## config.mk

```make
export PLATFORM = sky130hd
export DESIGN_NAME = uart_rx_deserializer
export DESIGN_NICKNAME = d
export VERILOG_FILES = /design/src/rtl/uart_rx_deserializer.sv
export SDC_FILE = /design/constraint.sdc
export NUM_CORES = 1
export LEC_CHECK = 0
export ABC_CLOCK_PERIOD_IN_PS = 3100
export BUFFER_PORTS_ARGS = -buffer_cell sky130_fd_sc_hd__buf_4
export CAP_MARGIN = 20
export CELL_PAD_IN_SITES_DETAIL_PLACEMENT = 1
export CELL_PAD_IN_SITES_GLOBAL_PLACEMENT = 1
export CORE_MARGIN = 5
export CORE_UTILIZATION = 50
export CTS_CLUSTER_SIZE = 25
export DETAILED_ROUTE_END_ITERATION = 16
export GPL_TIMING_DRIVEN = 0
export HOLD_SLACK_MARGIN = 0.12
export PLACE_DENSITY_LB_ADDON = 0.3
export SLEW_MARGIN = 20
export SYNTH_ARGS = -nofsm -noshare
export SYNTH_HDL_FRONTEND = slang
export SYNTH_SLANG_ARGS = --single-unit
```

## constraint.sdc

```tcl
create_clock -name clk_i -period 3.1 [get_ports clk_i]
set_input_delay 0.62 -clock clk_i [delete_from_list [all_inputs] [get_ports clk_i]]
set_output_delay 0.62 -clock clk_i [all_outputs]
set_load 0.03 [all_outputs]
```

## src/rtl/uart_rx_deserializer.sv

```systemverilog
// uart_rx_deserializer
//
// Oversampled UART receive front-end. It recovers serial frames from rxd_i and
// presents one parallel word per frame. Its output feeds a receive FIFO write
// port directly, and busy_o goes back to the baud generator.
//
// Each bit is sampled three times around mid-bit (ticks M-1, M and M+1 of the
// bit, where M = OverSampleRate/2). A majority vote of those samples decides
// the bit. This rejects single-tick glitches. A start bit that does not vote
// low is treated as a false start. A stop bit that votes low raises a framing
// error, and the receiver then waits for the line to go idle again.
//
// Optional feature (compile-time macro UART_RX_PARITY_EN):
//   When defined, a parity bit is expected between the last data bit and the
//   stop bit. The parity_odd_i and parity_err_o ports are added. The word is
//   still delivered on a parity failure; parity_err_o pulses alongside dv_o.
//
// Parameters
//   DataWidth       data bits per frame, LSB first (5..9)
//   OverSampleRate  tick_i pulses per bit period (>= 4)
//   SyncStages      flops in the rxd_i synchroniser (>= 2)
//
// Ports
//   clk_i         system clock
//   rst_ni        asynchronous active-low reset
//   tick_i        oversample strobe, one clk_i cycle wide
//   rxd_i         asynchronous serial input, idle high
//   parity_odd_i  (UART_RX_PARITY_EN) 1: odd parity, 0: even parity
//   parity_err_o  (UART_RX_PARITY_EN) one-cycle pulse with dv_o on parity fail
//   dv_o          one-cycle pulse: data_o holds a freshly received word
//   data_o        last received word
//   frame_err_o   one-cycle pulse: stop bit sampled low
//   busy_o        high whenever the receiver is not idle

module uart_rx_deserializer #(
  parameter int unsigned DataWidth      = 8,
  parameter int unsigned OverSampleRate = 16,
  parameter int unsigned SyncStages     = 2
) (
  input  logic                 clk_i,
  input  logic                 rst_ni,
  input  logic                 tick_i,
  input  logic                 rxd_i,
`ifdef UART_RX_PARITY_EN
  input  logic                 parity_odd_i,
  output logic                 parity_err_o,
`endif
  output logic                 dv_o,
  output logic [DataWidth-1:0] data_o,
  output logic                 frame_err_o,
  output logic                 busy_o
);

  localparam int unsigned TickW = $clog2(OverSampleRate);
  localparam int unsigned BitW  = $clog2(DataWidth);
  localparam int unsigned Mid   = OverSampleRate / 2;

  localparam logic [TickW-1:0] SampEarly = TickW'(Mid - 1);
  localparam logic [TickW-1:0] SampMid   = TickW'(Mid);
  localparam logic [TickW-1:0] Decide    = TickW'(Mid + 1);
  localparam logic [TickW-1:0] TickLast  = TickW'(OverSampleRate - 1);
  localparam logic [BitW-1:0]  BitLast   = BitW'(DataWidth - 1);

  typedef enum logic [2:0] {
    StIdle,
    StStart,
    StData,
`ifdef UART_RX_PARITY_EN
    StParity,
`endif
    StStop,
    StBreak
  } state_e;

  // ---------------------------------------------------------------------------
  // Input synchroniser. Resets to the idle level so that reset release does
  // not look like a start edge.
  // ---------------------------------------------------------------------------
  logic [SyncStages-1:0] sync_q;
  logic                  rxs;

  always_ff @(posedge clk_i or negedge rst_ni) begin
    if (!rst_ni) begin
      sync_q <= '1;
    end else begin
      sync_q <= {sync_q[SyncStages-2:0], rxd_i};
    end
  end

  assign rxs = sync_q[SyncStages-1];

  // ---------------------------------------------------------------------------
  // Bit decision: majority of the two stored samples and the live sample
  // taken at the decision tick.
  // ---------------------------------------------------------------------------
  state_e                 state_q;
  logic [TickW-1:0]       tick_cnt_q;
  logic [BitW-1:0]        bit_cnt_q;
  logic [1:0]             samp_q;
  logic [DataWidth-1:0]   shift_q;
  logic                   bitval;
  logic                   at_decide;
  logic                   at_last;

  assign bitval    = (samp_q[0] & samp_q[1]) | (samp_q[0] & rxs) | (samp_q[1] & rxs);
  assign at_decide = (tick_cnt_q == Decide);
  assign at_last   = (tick_cnt_q == TickLast);

`ifdef UART_RX_PARITY_EN
  logic parity_bit_q;
  logic parity_bad;

  // Count of ones over data and parity bit must be odd for odd parity.
  assign parity_bad = ((^shift_q) ^ parity_bit_q) != parity_odd_i;
`endif

  // ---------------------------------------------------------------------------
  // Receive FSM with registered outputs. Everything except the output pulse
  // clearing advances only on tick_i.
  // ---------------------------------------------------------------------------
  always_ff @(posedge clk_i or negedge rst_ni) begin
    if (!rst_ni) begin
      state_q      <= StIdle;
      tick_cnt_q   <= '0;
      bit_cnt_q    <= '0;
      samp_q       <= '0;
      shift_q      <= '0;
      data_o       <= '0;
      dv_o         <= 1'b0;
      frame_err_o  <= 1'b0;
      busy_o       <= 1'b0;
`ifdef UART_RX_PARITY_EN
      parity_bit_q <= 1'b0;
      parity_err_o <= 1'b0;
`endif
    end else begin
      dv_o        <= 1'b0;
      frame_err_o <= 1'b0;
`ifdef UART_RX_PARITY_EN
      parity_err_o <= 1'b0;
`endif
      if (tick_i) begin
        if (tick_cnt_q == SampEarly) begin
          samp_q[0] <= rxs;
        end
        if (tick_cnt_q == SampMid) begin
          samp_q[1] <= rxs;
        end

        unique case (state_q)
          StIdle: begin
            if (!rxs) begin
              state_q    <= StStart;
              tick_cnt_q <= '0;
              busy_o     <= 1'b1;
            end
          end

          StStart: begin
            if (at_decide && bitval) begin
              // Line came back high before mid start bit: noise, not a frame.
              state_q    <= StIdle;
              tick_cnt_q <= '0;
              busy_o     <= 1'b0;
            end else if (at_last) begin
              state_q    <= StData;
              tick_cnt_q <= '0;
              bit_cnt_q  <= '0;
            end else begin
              tick_cnt_q <= tick_cnt_q + 1'b1;
            end
          end

          StData: begin
            if (at_decide) begin
              shift_q[bit_cnt_q] <= bitval;
            end
            if (at_last) begin
              tick_cnt_q <= '0;
              if (bit_cnt_q == BitLast) begin
`ifdef UART_RX_PARITY_EN
                state_q <= StParity;
`else
                state_q <= StStop;
`endif
              end else begin
                bit_cnt_q <= bit_cnt_q + 1'b1;
              end
            end else begin
              tick_cnt_q <= tick_cnt_q + 1'b1;
            end
          end

`ifdef UART_RX_PARITY_EN
          StParity: begin
            if (at_decide) begin
              parity_bit_q <= bitval;
            end
            if (at_last) begin
              state_q    <= StStop;
              tick_cnt_q <= '0;
            end else begin
              tick_cnt_q <= tick_cnt_q + 1'b1;
            end
          end
`endif

          StStop: begin
            // Leave at mid stop bit so the next start edge is not missed.
            if (at_decide) begin
              tick_cnt_q <= '0;
              if (bitval) begin
                data_o  <= shift_q;
                dv_o    <= 1'b1;
                state_q <= StIdle;
                busy_o  <= 1'b0;
`ifdef UART_RX_PARITY_EN
                parity_err_o <= parity_bad;
`endif
              end else begin
                frame_err_o <= 1'b1;
                state_q     <= StBreak;
              end
            end else begin
              tick_cnt_q <= tick_cnt_q + 1'b1;
            end
          end

          StBreak: begin
            // A line held low must not be re-read as a stream of frames.
            if (rxs) begin
              state_q    <= StIdle;
              tick_cnt_q <= '0;
              busy_o     <= 1'b0;
            end
          end

          default: begin
            state_q    <= StIdle;
            tick_cnt_q <= '0;
            busy_o     <= 1'b0;
          end
        endcase
      end
    end
  end

endmodule

```

==> impl_results.md <==
* Area growth syn-to-layout at 13.1%
* HPWL after DPL at 2690 µm
* Vias in the first global route at 1345
* Vias/cell at 5.67
* Hold Slack at 0.191 ns
* CP endpoint kind: flip-flop
* Drt initial violations at 55
* H-tree depth at 2
* Syn Nets at 161
* WL final at 3770 µm
* Post-cts sizing count at 0
* Tmin final at 2.05 ns
* Synthesized area at 1670 µm²
* WL met1 at 1600 µm
* Mapped Cells at 152
* Layout cells sized above 1 at 30.1%
* TritonCTS clock tree: done
* Drt pass-1 iters at 4
* Initial antenna violation count at 0
* Gpl congestion at 0.865
* Final Hold Vio Count at 0
* Register area share after synthesis at 49.7%
* GRT Total Usage at 19.4%
* # DRC at 0
* Slew Limit Fails at 0
* Pin count of the biggest net entering global routing at 34
* # IOs at 15
* CTS root buf: clkbuf_4
* Worst Tran Pin Value at 0.708 ns
* Worst slew margin at 52.4%
* RSZ-0062 raised after global routing: no
* DIE AREA at 4590 µm²
* R2R Setup Slk at 1.05 ns
* Initial Utilization at 50.8%
* Flops & latches, synth at 33
* IR drop worst, VDD at 0.389 mV
* Top cell family by delay on the critical path: simple AND/OR/NAND/NOR gates
* Crit share post-route at 66.2%
* Site Rows at 21
* EDFF count, synth at 0
* Most common cell after layout, fill and taps aside: dfrtp_1
* First-pass GRT wire length at 6450 µm
* Worst R2R Path Depth at 7
* Met2 wire len at 1970 µm
* Critical path startpoint category: flip-flop
* Ys async rst share at 100%
* MaxCap Viol Count at 0
* Metal3 WL at 141 µm
* Avg Inst Size Synth at 11.0 µm²
* Cts bufs inserted at 5
* CP Cell Sequence: inv_1 > ha_1 > nand4b_1 > nor3_1 > nand2b_1 > nor3b_1 > mux2_2
* Finish-stage setup viols at 0
* Critical-path top delay cell: dfrtp_1
* CP max FO at 4
* Post-CTS Setup Bufs at 0
* Setup CP Type: flip-flop to flip-flop
* Global route overflow at 0
* Status: finished clean
* # nets final at 181
* Hold Crit Class: input port to async pin
* Core area at 3280 µm²
* Leak at 0.925 nW
* Yosys warning count at 0
* Setup TNS at 0 ns
* Fillers at 356
* Critical Path RT at 3.33 ns
* CTS Hold Bufs at 0
* Cell variety after synth at 39
* Clock Pin Slew Worst Setup and Hold Paths at 0.12 ns
* Final Skew at 0.0188 ns
* Via count at 1241
* Number of I/O port buffers at 13
* Final ANT Viol Nets at 0
* Main synth FF type: dfrtp_1
* Diode count at 0
* CP arrival at 2.28 ns
* Clock Latency Late Sink at 0.35 ns
* FF-to-FF Start: tick_cnt_q[1]$_DFFE_PN0P_
* Sink Count at 33
* Commonest cells after routing, fill and taps aside: dfrtp_1, mux2_2, buf_4
* Routed wire per std cell at 17.2 µm
* P per Cell Area at 701 nW/µm²
* RR Endpoint: shift_q[4]$_DFFE_PN0P_
* Top Metal Used: met4
* Fmax at 487 MHz
* Longest Clk Path Bufs at 2
* DIE WIDTH at 67.8 µm
* Buf/Inv on CP at 1
* Die height at 67.8 µm
* Critical Path Max Stage Delay at 0.42 ns
worst reg2reg max path, cell delays in order (launching register included):
cell and delay, ns:
dfrtp_1 0.42, inv_1 0.10, ha_1 0.18, nand4b_1 0.18, nor3_1 0.30, nand2b_1 0.16
nor3b_1 0.24, mux2_2 0.36
per-stage QoR:
step                instances  area [µm²]  util, %  worst slack, ns  total power [mW]
floorplan                 152        1670        -             1.17             0.924
global placement          211        1820     55.5             1.01              1.03
detailed placement        211        1820     55.5            0.942              1.06
CTS                       219        1890     57.4             1.00              1.33
global route              219        1890     57.4            0.860              1.42
finish                    219        1890     57.4             1.05              1.32
report_power, final:
group          internal (mW)  total, mW  switching (mW)
logic                  0.194      0.490           0.296
registers              0.496      0.572          0.0754
clock network          0.111      0.259           0.148
cell families (layout without fill, tap and decap cells):
family / after synthesis / count (layout) / synth area share [%]
fa+ha+maj: 6 / 6 / 4.43
buf+inv: 14 / 35 / 3.98
xor+xnor: 2 / 2 / 1.05
compound gates: 23 / 23 / 9.98
simple gates: 53 / 53 / 16.8
mux: 21 / 21 / 14.1
flops: 33 / 33 / 49.7
registers in the layout (all words and copies together), names as in the netlist:
name,count
samp_q,2
shift_q,8
dv_o,1
data_o,8
bit_cnt_q,3
busy_o,1
sync_q,2
state_q,3
frame_err_o,1
tick_cnt_q,4
metal layers:
metal,vias to the layer above,global-route usage (%)
li1,584,-
met2,25,32.1
met4,0,6.58
met5,-,0
met3,8,6.49
met1,624,23.4
final cells by class:
cell class	instances	area (µm²)	share of cell area [%]
plain buffers	8	43.8	2.32
clock buffers	7	55.1	2.92
clock inverters	1	7.51	0.398
inverters	6	22.5	1.19
multi-input cells	105	773	41.0
flip-flops and latches	33	828	43.9
well taps	46	57.6	3.05
repair buffers	13	97.6	5.18
cells in the mapped netlist (2+ instances only):
library cell,instances,share of area [%]
a21oi_1,3,0.90
and3_1,2,0.75
buf_2,4,1.2
buf_4,2,0.90
dfrtp_1,31,47
dfstp_2,2,3.2
ha_1,5,3.8
inv_1,6,1.4
mux2_2,20,14
nand2_1,14,3.2
nand2b_1,5,1.9
nand3_1,4,1.2
nand3b_1,2,0.90
nand4b_1,3,1.6
nor2_1,8,1.8
nor3_1,6,1.8
nor3b_1,2,0.90
nor4_1,4,1.5
o21ai_0,8,2.4
xnor2_1,2,1.1
worst max path at each step:
stage,start,endpoint,cells past startpoint
2_1_floorplan,tick_i,shift_q[4]$_DFFE_PN0P_,6
4_1_cts,tick_cnt_q[1]$_DFFE_PN0P_,shift_q[4]$_DFFE_PN0P_,7
3_5_place_dp,tick_i,shift_q[4]$_DFFE_PN0P_,6
6_report,tick_cnt_q[1]$_DFFE_PN0P_,shift_q[4]$_DFFE_PN0P_,7
5_1_grt,tick_cnt_q[1]$_DFFE_PN0P_,shift_q[4]$_DFFE_PN0P_,7
3_3_place_gp,tick_i,shift_q[4]$_DFFE_PN0P_,6
Note: power is estimated with default switching activity, not from simulation.
